## src/rtl/brm_pkg.sv

```systemverilog
// Shared defaults, rate typedef and trailing-ones helper for the binary rate multiplier.
package brm_pkg;
  localparam int BRM_W_DEF   = 16;
  localparam int BRM_NCH_DEF = 2;
  localparam int BRM_W_MAX   = 32;
  localparam int BRM_KW      = $clog2(BRM_W_MAX + 1);
  localparam int BRM_RATE_W  = BRM_W_DEF;

  typedef logic [BRM_RATE_W-1:0] brm_rate_t;

  // Counts ones from bit 0 up to the first zero. Callers zero-extend the counter,
  // so an all-ones W-bit value yields exactly W.
  function automatic logic [BRM_KW-1:0] brm_trailing_ones(input logic [BRM_W_MAX-1:0] v);
    logic [BRM_KW-1:0] n;
    logic              run;
    n   = '0;
    run = 1'b1;
    for (int i = 0; i < BRM_W_MAX; i++) begin
      if (run && v[i]) n = n + BRM_KW'(1);
      else run = 1'b0;
    end
    return n;
  endfunction
endpackage

```

## src/rtl/brm_channel.sv

```systemverilog
// One rate-multiplier channel: active rate, optional shadow/pending (BRM_SYNC_LOAD_EN),
// and the registered pulse bit selected by the shared weight index k.
module brm_channel
  import brm_pkg::*;
#(
  parameter int W = BRM_W_DEF
) (
  input  logic              ck,
  input  logic              rn,
  input  logic              en,
  input  logic              wrap,
  input  logic              ld_we,
  input  logic [BRM_KW-1:0] k,
  input  logic [W-1:0]      ld_rate,
  output logic              z,
  output logic              pending
);
  localparam int SELW = 2 ** BRM_KW;

  logic [W-1:0]    rate_reg;
  logic [SELW-1:0] sel_vec;
  logic            z_reg;

  // Bit-reversed rate padded with zeros: k=0 picks the MSB, k>=W picks nothing.
  generate
    for (genvar gi = 0; gi < SELW; gi++) begin : g_sel
      if (gi < W) begin : g_bit
        assign sel_vec[gi] = rate_reg[W-1-gi];
      end else begin : g_zero
        assign sel_vec[gi] = 1'b0;
      end
    end
  endgenerate

  always_ff @(posedge ck or negedge rn) begin
    if (!rn) z_reg <= 1'b0;
    else     z_reg <= en & sel_vec[k];
  end

`ifdef BRM_SYNC_LOAD_EN
  logic [W-1:0] shadow_reg;
  logic         pending_reg;

  always_ff @(posedge ck or negedge rn) begin
    if (!rn) begin
      rate_reg    <= '0;
      shadow_reg  <= '0;
      pending_reg <= 1'b0;
    end else begin
      if (ld_we) shadow_reg <= ld_rate;
      if (wrap) begin
        // A load accepted on the wrap step commits straight through.
        pending_reg <= 1'b0;
        if (ld_we)            rate_reg <= ld_rate;
        else if (pending_reg) rate_reg <= shadow_reg;
      end else if (ld_we) begin
        pending_reg <= 1'b1;
      end
    end
  end

  assign pending = pending_reg;
`else
  logic wrap_unused;

  always_ff @(posedge ck or negedge rn) begin
    if (!rn)       rate_reg <= '0;
    else if (ld_we) rate_reg <= ld_rate;
  end

  assign wrap_unused = wrap;
  assign pending     = 1'b0;
`endif

  assign z = z_reg;
endmodule

```

## src/rtl/brm_rate_mult.sv

```systemverilog
// Multi-channel binary rate multiplier: shared counter, terminal count and load decode.
// BRM_SYNC_LOAD_EN selects period-synchronous rate loads; default loads apply immediately.
module brm_rate_mult
  import brm_pkg::*;
#(
  parameter int W   = BRM_W_DEF,
  parameter int NCH = BRM_NCH_DEF,
  parameter int CHW = (NCH > 1) ? $clog2(NCH) : 1
) (
  input  logic           CK,
  input  logic           RN,
  input  logic           EN,
  input  logic           LD_VALID,
  output logic           LD_READY,
  input  logic [CHW-1:0] LD_CH,
  input  logic [W-1:0]   LD_RATE,
  output logic [NCH-1:0] Z,
  output logic           TC,
  output logic [W-1:0]   CNT
);
  logic [W-1:0]      q_reg;
  logic              tc_reg;
  logic [BRM_KW-1:0] k;
  logic              wrap;
  logic              ld_fire;
  logic [NCH-1:0]    pending_vec;

  assign k        = brm_trailing_ones(BRM_W_MAX'(q_reg));
  assign wrap     = EN & (&q_reg);
  assign LD_READY = ~|pending_vec;
  assign ld_fire  = LD_VALID & LD_READY;

  // Channel numbers >= NCH match no instance, so such loads vanish without effect.
  generate
    for (genvar gi = 0; gi < NCH; gi++) begin : g_ch
      brm_channel #(.W(W)) u_ch (
        .ck      (CK),
        .rn      (RN),
        .en      (EN),
        .wrap    (wrap),
        .ld_we   (ld_fire & (LD_CH == CHW'(gi))),
        .k       (k),
        .ld_rate (LD_RATE),
        .z       (Z[gi]),
        .pending (pending_vec[gi])
      );
    end
  endgenerate

  always_ff @(posedge CK or negedge RN) begin
    if (!RN) begin
      q_reg  <= '0;
      tc_reg <= 1'b0;
    end else begin
      tc_reg <= wrap;
      if (EN) q_reg <= q_reg + W'(1);
    end
  end

  assign TC  = tc_reg;
  assign CNT = q_reg;
endmodule

```

## config.mk

```make
export PLATFORM = sky130hd
export DESIGN_NAME = brm_rate_mult
export DESIGN_NICKNAME = d
export VERILOG_FILES = /design/src/rtl/brm_pkg.sv /design/src/rtl/brm_channel.sv /design/src/rtl/brm_rate_mult.sv
export SDC_FILE = /design/constraint.sdc
export NUM_CORES = 1
export LEC_CHECK = 0
export CAP_MARGIN = 20
export CELL_PAD_IN_SITES_DETAIL_PLACEMENT = 2
export CELL_PAD_IN_SITES_GLOBAL_PLACEMENT = 2
export CORE_ASPECT_RATIO = 0.5
export CORE_MARGIN = 5
export CORE_UTILIZATION = 30
export DETAILED_ROUTE_END_ITERATION = 8
export PLACE_DENSITY = 0.67
export SLEW_MARGIN = 20
export SYNTH_ARGS = -nofsm -noshare
export SYNTH_HDL_FRONTEND = slang
export SYNTH_SLANG_ARGS = --single-unit
```

## constraint.sdc

```tcl
create_clock -name CK -period 12.8 [get_ports CK]
set_clock_uncertainty 0.05 [all_clocks]
set_input_delay 2.56 -clock CK [delete_from_list [all_inputs] [get_ports CK]]
set_output_delay 2.56 -clock CK [all_outputs]
set_load 0.03 [all_outputs]
```

==> results.cfg <==
[synth]
synthesis.area_um2 = 4260
synthXorXnorAreaFrac = 0.142
synth-compound-area-share = 0.104
ys.flop_type = dfrtp_1
ys_warn_count = 0
yosys.area_share.adder = 0.0470
synth_edf_count = 0
synth_cells = 467
synth-simple-area-share = 0.220
synth_top_area_frac = 0.300
yosys-top-cells-area = dfrtp_1 30%, mux2_2 10%, xnor2_1 5.8%
synth_cell_types = 69
synth-seq-area-share = 0.300
muxShareOfSynthArea = 0.153
synth_nets = 504
syn_area_per_cell_um2 = 9.12
async_flop_share = 1.00
ys_seq_elements = 51
synth.largest_area_cell = dfrtp_1
synth_top_family_by_area = simple AND/OR/NAND/NOR gates
ys_top_cells_by_count = 51 x dfrtp_1, 51 x nand2_1, 39 x mux2_2

[clock_tree]
clock-sinks = 51
cts_setup_buffers = 0
postCtsResizedCells = 0
clockRootBuffer = clkbuf_16
worstSkewPairLatency_ns = 0.30
htree_levels = 2
tritoncts = yes
cts.clk_slew.worst_paths_ns = 0.07
numCtsBuffers = 5
cts_max_path_buffers = 2
cts_hold_buf = 0

[worst_setup_path]
crit_type = reg -> reg
cpMaxStageDelayCell = nor4_1
crit_path_max_incr_delay_ns = 0.63
crit_buf_inv = 1
rrSetupSlack_ns = 1.73
path_max_fanout = 9
crit_required_ns = 12.97
critPathArrivalTime_ns = 11.25
worstSetupStartpointType = flop
crit_path_frequent_cell = ha_1
crit_path_end_kind = flop
path_delay_family = adder cells

[timing]
period_share = 0.865
rsz0062_at_grt = false
slew_violations = 0
fmax_mhz = 90.3
slew_headroom = 0.513
tightestPinTransition_ns = 0.728
finalSetupTns_ns = 0
hold_viol_final = 0
post-route-min-period_ns = 11.07
finalSetupViolCount = 0

[routing]
vias = 3456
drtIter0Drc = 90
ant_nets = 0
wl_um = 11500
drcViolationCount = 0
wl_per_cell_um = 16.7
vias_per_cell = 5.02
firstDrtPassIters = 4

[flow_run]
maxCapViolCount = 0

[final_layout]
fill_cells = 1564
syn2layout_area_growth_pct = 16.9
finalNonFillerCells = 689
antenna_cells = 0
largest_reg_flops = 32
nNetsFinal = 533
final_layout_size_suffix_gt1_frac = 0.151

[placement]
io_buffer_count = 39
dp_cells = 681
dpl.hpwl_um = 8900
gp_congestion = 0.738

[floorplan]
ioPinCount = 41
rows = 30
die-area_um2 = 16800
die_h_um = 94.3
die_x_um = 179
start_util = 0.310
core_area_um2 = 13700

[power_and_ir_drop]
leakagePower_nw = 1.99
irDropWorstVdd_v = 0.0000635
power_density_nw_per_um2 = 179
power_mw = 0.890

[global_route]
overflow = 0
antenna_found_initial = 0
grt_usage = 0.143
grt_pass1_wl_um = 19600
first_global_vias = 3777
grt_max_degree = 52

[worst_hold_path]
min_path_type = reg -> reg

[run_status]
outcome = completed
[where the power goes]
part	internal, mW	switching [mW]	total (mW)
logic	0.217	0.284	0.502
clock network	0.0932	0.0634	0.157
registers	0.189	0.0426	0.232
[path summary, 6_finish.rpt]
check,start,end,depth (start not counted)
min in group asynchronous,RN,g_ch[1].u_ch.rate_reg[1]$_DFFE_PN0P_,2
max in group asynchronous,RN,CNT[11]$_DFFE_PN0P_,2
min reg2reg,g_ch[0].u_ch.rate_reg[7]$_DFFE_PN0P_,g_ch[0].u_ch.rate_reg[7]$_DFFE_PN0P_,1
max reg2reg,CNT[0]$_DFFE_PN0P_,g_ch[0].u_ch.z$_DFF_PN0_,54
min,g_ch[0].u_ch.rate_reg[7]$_DFFE_PN0P_,g_ch[0].u_ch.rate_reg[7]$_DFFE_PN0P_,1
max,CNT[0]$_DFFE_PN0P_,g_ch[0].u_ch.z$_DFF_PN0_,54
[cells by family (layout without fill, tap and decap cells)]
| group | after synthesis | after routing |
|---|---|---|
| xor gates and xnor gates | 59 | 59 |
| adders and majority gates | 16 | 16 |
| and+or+nand+nor | 180 | 180 |
| AOI/OAI and AO/OA | 68 | 68 |
| DFF | 51 | 51 |
| buffers and inverters | 32 | 62 |
| muxes | 60 | 60 |
| other | 1 | 1 |
[final cells by class]
class                      instances  area [um^2]  share of cell area
sequential                        51         1280               0.256
tap                              192          240              0.0482
inverter                          11         41.3             0.00829
clock buffer                       6          129              0.0259
multi-input combinational        384         2840               0.570
clock inverter                     2         38.8             0.00779
timing repair buffer              43          415              0.0834
[cells in the final DEF (no fill, tap or decap), drive strengths merged, types with 4 or more instances in the layout]
master         instances
a21oi                 19
and2                   5
and3                   9
buf                    5
clkbuf                 6
clkdlybuf4s50         38
dfrtp                 51
ha                    16
inv                   12
mux2                  39
mux2i                 21
nand2                 53
nand2b                 5
nand3                 24
nand4                 12
nor2                  33
nor2b                  4
nor3                   8
nor3b                  4
o21ai                 23
or2                    5
or3                    4
xnor2                 32
xor2                  27
[worst reg2reg max path: cells and delay by family (launching register included)]
family / cells / cell delay [ns]
compound gates: 13 / 2.42
mux: 7 / 1.08
flops: 1 / 0.54
simple gates: 17 / 2.22
xor+xnor: 2 / 0.30
fa+ha+maj: 14 / 4.31
buf+inv: 1 / 0.07
[metal layers]
metal / vias to the layer above / share of wire / GRT usage
met5: - / 0 / 0
met4: 0 / 0.0037 / 0.0172
met2: 27 / 0.46 / 0.249
met1: 1726 / 0.52 / 0.193
li1: 1699 / - / -
met3: 4 / 0.019 / 0.0217
[through the flow]
stage	utilization	hold WS (ns)	area [um^2]	setup slack, ns
3_3_place_gp	0.350	0.433	4810	2.13
3_5_place_dp	0.350	0.440	4810	1.70
6_report	0.362	0.458	4980	1.73
2_1_floorplan	-	0.424	4260	2.94
5_1_grt	0.362	0.470	4980	0.713
4_1_cts	0.362	0.459	4980	1.66
Note: power is estimated with default switching activity, not from simulation.
